File: config.mk
export PLATFORM = sky130hd
export DESIGN_NAME = fir_tdm_scheduler
export DESIGN_NICKNAME = d
export VERILOG_FILES = /design/src/rtl/fir_tdm_scheduler.sv
export SDC_FILE = /design/constraint.sdc
export NUM_CORES = 1
export LEC_CHECK = 0
export BUFFER_PORTS_ARGS = -buffer_cell sky130_fd_sc_hd__buf_2
export CORE_MARGIN = 5
export CORE_UTILIZATION = 40
export DETAILED_ROUTE_END_ITERATION = 8
export GPL_ROUTABILITY_DRIVEN = 0
export HOLD_SLACK_MARGIN = 0.15
export PLACE_DENSITY = 0.64
export SYNTH_ARGS = -nofsm -noshare
export SYNTH_HDL_FRONTEND = slang
export SYNTH_SLANG_ARGS = --single-unit
File: constraint.sdc
create_clock -name clk -period 6.2 [get_ports clk]
set_input_delay 0.93 -clock clk [delete_from_list [all_inputs] [get_ports clk]]
set_output_delay 0.93 -clock clk [all_outputs]
set_load 0.02 [all_outputs]
File: src/rtl/fir_tdm_scheduler.sv
// Time-division scheduler that shares one channel-interleaved FIR filter
// among NUM_CH sample streams. One sample per channel is collected into a
// holding register. The complete frame is then issued to the filter in
// channel order 0..NUM_CH-1 on consecutive cycles. Filter results are tagged
// with their channel number on the way back out.
module fir_tdm_scheduler #(
  parameter int NUM_CH       = 4,
  parameter int INPUT_WIDTH  = 16,
  parameter int OUTPUT_WIDTH = 26,
  parameter int CH_WIDTH     = $clog2(NUM_CH)
) (
  input  logic                          clk,
  input  logic                          rst,
  input  logic                          enable,
  input  logic [NUM_CH-1:0]             s_valid,
  input  logic [NUM_CH*INPUT_WIDTH-1:0] s_data,
  output logic [NUM_CH-1:0]             s_ready,
  output logic                          filt_valid_in,
  output logic [INPUT_WIDTH-1:0]        filt_din,
  input  logic                          filt_valid_out,
  input  logic [OUTPUT_WIDTH-1:0]       filt_dout,
  output logic                          m_valid,
  output logic [CH_WIDTH-1:0]           m_chan,
  output logic [OUTPUT_WIDTH-1:0]       m_data,
  output logic [15:0]                   frame_cnt
);

  typedef enum logic {COLLECT, ISSUE} state_t;

  localparam logic [CH_WIDTH-1:0] LAST_CH = CH_WIDTH'(NUM_CH - 1);
  localparam logic [CH_WIDTH-1:0] CH_ONE  = CH_WIDTH'(1);

  state_t                 state, state_next;
  logic [NUM_CH-1:0]      full;
  logic [INPUT_WIDTH-1:0] hold [NUM_CH];
  logic [NUM_CH-1:0]      accept;
  logic [CH_WIDTH-1:0]    issue_cnt;
  logic [CH_WIDTH-1:0]    out_cnt;
  logic                   issuing;
  logic                   issue_last;

  // A channel can accept a sample whenever its holding register is empty.
  // The ready signal is forced low while reset is held.
  assign s_ready    = rst ? '0 : ~full;
  assign accept     = s_valid & ~full;
  assign issuing    = (state == ISSUE);
  assign issue_last = issuing && (issue_cnt == LAST_CH);

  // State register.
  // NOTE: sequential state uses non-blocking assignments (<=). This ensures
  // every flop samples values from before the clock edge, so the result does
  // not depend on the order in which the always blocks are evaluated.
  always_ff @(posedge clk or posedge rst) begin
    if (rst) state <= COLLECT;
    else     state <= state_next;
  end

  // Next-state logic. The FSM leaves COLLECT only when a full frame is held
  // and issue is enabled. Once a frame has started, it always completes.
  // NOTE: state_next gets a default value before the case statement. Every
  // path therefore assigns it, and no latch is inferred.
  always_comb begin
    state_next = state;
    case (state)
      COLLECT: if (&full && enable) state_next = ISSUE;
      ISSUE:   if (issue_cnt == LAST_CH) state_next = COLLECT;
      default: state_next = COLLECT;
    endcase
  end

  // Full flags. Issuing a channel empties it. An empty channel fills on a
  // handshake. A flag can never be set and cleared on the same edge, because
  // the accept requires the flag to already be clear.
  always_ff @(posedge clk or posedge rst) begin
    if (rst) begin
      full <= '0;
    end else begin
      for (int c = 0; c < NUM_CH; c++) begin
        if (issuing && issue_cnt == CH_WIDTH'(c)) full[c] <= 1'b0;
        else if (accept[c])                       full[c] <= 1'b1;
      end
    end
  end

  // Holding registers capture the sample on each accepted handshake.
  // NOTE: the holding registers have no reset. Their contents are only
  // meaningful while the matching full flag is set, and reset clears every
  // flag. Leaving the reset off keeps this storage as plain data flops.
  always_ff @(posedge clk) begin
    for (int c = 0; c < NUM_CH; c++) begin
      if (accept[c]) hold[c] <= s_data[c*INPUT_WIDTH +: INPUT_WIDTH];
    end
  end

  // Issue datapath. In ISSUE, one held sample goes to the filter per cycle.
  // After the last channel, the frame counter advances.
  always_ff @(posedge clk or posedge rst) begin
    if (rst) begin
      issue_cnt     <= '0;
      filt_valid_in <= 1'b0;
      filt_din      <= '0;
      frame_cnt     <= '0;
    end else if (issuing) begin
      filt_valid_in <= 1'b1;
      filt_din      <= hold[issue_cnt];
      if (issue_last) begin
        issue_cnt <= '0;
        frame_cnt <= frame_cnt + 16'd1;
      end else begin
        issue_cnt <= issue_cnt + CH_ONE;
      end
    end else begin
      filt_valid_in <= 1'b0;
      issue_cnt     <= '0;
    end
  end

  // Output demux. Results leave the filter in channel order, so a wrapping
  // counter recovers the channel tag. The result is registered, which gives
  // one cycle of latency.
  always_ff @(posedge clk or posedge rst) begin
    if (rst) begin
      out_cnt <= '0;
      m_valid <= 1'b0;
      m_chan  <= '0;
      m_data  <= '0;
    end else if (filt_valid_out) begin
      m_valid <= 1'b1;
      m_chan  <= out_cnt;
      m_data  <= filt_dout;
      out_cnt <= (out_cnt == LAST_CH) ? '0 : out_cnt + CH_ONE;
    end else begin
      m_valid <= 1'b0;
    end
  end

endmodule

==> results.tsv <==
stage	metric	value	unit
floorplan	initial core utilization	41.0	%
critical_path	Worst setup SP type	flip-flop	
hold_path	Worst Hold Launch	frame_cnt[15]	
run	Max Cap Viol	0	
synth	Ys Warns	0	
global_routing	number of global-route vias before repair	3311	
cts	CTS buffer count	17	
cts	CTS Root Cell	clkbuf_16	
cts	CTS clk-pin slew, worst paths	0.05	ns
synth	dominant cell type by area after synthesis	edfxtp_1	
timing	Final min period	2.42	ns
synth	top cell type's share of synthesized area	37.0	%
global_routing	Congestion Overflow GR	0	
synth	top_reg_cell synth	dfrtp_1	
floorplan	core area	12700	um2
timing	Worst Skew	0.00648	ns
floorplan	chip width	124	um
routing	Avg Vias per Cell	4.63	
cts	clk buf depth	2	
routing	final wirelength	10800	um
floorplan	io pins	164	
timing	final hold violations	0	
synth	Net Count, Synth	386	
synth	mapped cell area	5200	um2
cts	CTS tree	done	
routing	drt wl/cell	16.8	um
timing	Worst-Margin Slew	1.07	ns
routing	vias post-DR	2971	
critical_path	FF-to-FF path depth	5	
critical_path	WP data arrival	2.71	ns
timing	Achievable Freq	0.413	GHz
synth	Cells after Synth	282	
timing	Setup WS post-layout	3.78	ns
floorplan	Die Span Y	124	um
layout	Final #Nets	560	
synth	Synth top cells by count	dfrtp_1 (71), edfxtp_1 (64), mux2_2 (38)	
routing	ANT nets after route	0	
cts	worst skew pair latency	0.41	ns
pwr	pwr dens	434	nW/um2
critical_path	reg2reg start	issue_cnt[0]	
cts	CTS Sinks	135	
synth	number of synthesized flops with an enable pin	64	
cts	H-tree levels	4	
timing	Slew Limit Headroom	28.4	%
critical_path	CP required	6.49	ns
hold_path	Hold Path Depth	1	
synth	main area contributors after synthesis	edfxtp_1 (37%), dfrtp_1 (34%), mux2_2 (8.2%), mux4_1 (4.0%), mux4_2 (3.5%)	
hold_path	Hold Path Class	flip-flop to flip-flop	
routing	Initial DRC Count	175	
routing	DRC viols	0	
synth	average size of a mapped cell	18.4	um2
hold_path	WHS Endpoint	frame_cnt[15]	
global_routing	initial antenna violation count	0	
global_routing	overall routing resource usage	15.1	%
floorplan	FP Rows	41	
floorplan	die area	15400	um2
timing	setup TNS	0	ns
cts	Post-CTS Hold Buffers	0	
synth	Cell variety after synth	30	
cts	post-CTS resize count	0	
cts	Post-CTS Setup Bufs	0	
placement	Final HPWL DP	7530	um
synth	post-synthesis sequential area ratio	71.1	%
synth	Synth Register Bits	135	
synth	count leader, synth	dfrtp_1	
critical_path	setup slack, reg-to-reg	3.78	ns
global_routing	largest net degree at the start of global routing	72	
placement	dpl ws	3.71	ns
timing	crit share post-route	39.0	%
synth	ys async rst share	52.6	%
critical_path	kind of critical path	flip-flop to flip-flop	
placement	I/O Buffers	163	
timing	RSZ-0062 raised after global routing	false	
run_status	status	finished, final reports clean	
pwr	Max IR drop VDD	256	uV
layout	Fillers	1065	
layout	share of post-route cells with drive strength above 1	53.7	%
timing	max-slew violations	0	
routing	DRT Pass-1 Iters	4	
critical_path	worst-path fanout max	20	
pwr	Lkg Pwr	3.02	nW
layout	area delta synth->final	30.6	%
global_routing	first-pass GRT wire length	17000	um
critical_path	element type at the critical path end	flip-flop	
timing	final setup fails	0	
critical_path	worst r2r dst	frame_cnt[14]	
where the power goes:
group	leakage, nW	switching [mW]	internal, mW	total, mW
combinational	1.28	0.339	0.334	0.673
sequential	1.44	0.139	1.13	1.27
clock	0.296	0.346	0.658	1.00
worst max-delay path by stage:
stage | start | to | slack, ns | cells after the start
final | issue_cnt[0] | frame_cnt[14] | 3.78 | 5
after global routing | issue_cnt[0] | frame_cnt[14] | 3.41 | 5
after floorplan | rst | filt_din[0] | 3.47 | 1
after CTS | issue_cnt[0] | frame_cnt[14] | 3.72 | 5
after detailed placement | issue_cnt[0] | frame_cnt[14] | 3.71 | 5
after global placement | issue_cnt[0] | frame_cnt[14] | 3.79 | 5
critical path, stage by stage, from the launching register on:
cell	delay [ns]
dfrtp_1	1.05
ha_1	0.34
nand3_1	0.11
nor3_1	0.46
nand4_1	0.18
xnor2_1	0.16
flip-flops by register name (all words and copies together) (netlist names):
signal and flops:
full 4, hold 64, out_cnt 2, m_valid 1, m_data 26, frame_cnt 16, m_chan 2, issue_cnt 2
filt_din 16, issuing 1, filt_valid_in 1
cells in the final DEF, fill, tap and decap left out, types with 6 or more instances in the layout:
master	count
mux4_2	8
buf_2	163
ha_1	6
xnor2_1	7
mux4_1	8
mux2_2	38
clkbuf_16	17
edfxtp_1	64
dfrtp_1	71
nand2_1	6
mux2_4	8
nor2_1	14
xor2_1	8
metal layers:
layer / track usage [%] / routed length, um
met4: 6.71 / 163
met1: 18.8 / 4620
met3: 5.90 / 1090
met2: 23.6 / 4910
met5: 0 / 0
cell families after synthesis:
| kind of cell | count (synthesis) | synth area share, % |
|---|---|---|
| AND/OR/NAND/NOR | 45 | 4.62 |
| buffers and inverters | 14 | 1.61 |
| flip-flops | 135 | 71.1 |
| AO/OA/AOI/OAI | 4 | 0.433 |
| XOR/XNOR | 15 | 2.53 |
| adder cells (fa/ha/maj) | 6 | 1.44 |
| multiplexers | 63 | 18.2 |
metrics by stage:
step / power (mW) / hold WS, ns / instances / instance area (um2) / utilization, %
floorplan: 1.75 / 0.442 / 282 / 5200 / -
global placement: 1.96 / 0.462 / 609 / 6190 / 48.8
detailed placement: 1.98 / 0.489 / 609 / 6190 / 48.8
CTS: 3.00 / 0.500 / 641 / 6790 / 53.6
global route: 3.11 / 0.505 / 641 / 6790 / 53.6
finish: 2.95 / 0.487 / 642 / 6790 / 53.6
cell type report:
cell class	count	area [um2]	share of cell area, %
diodes	1	2.50	0.0369
clock buffers	22	474	6.98
clock inverters	10	125	1.84
inverters	4	15.0	0.221
multi-input cells	133	1430	21.0
flip-flops and latches	135	3700	54.5
well taps	172	215	3.17
repair buffers	165	831	12.2
No activity file was read; power rests on OpenSTA's default activity.
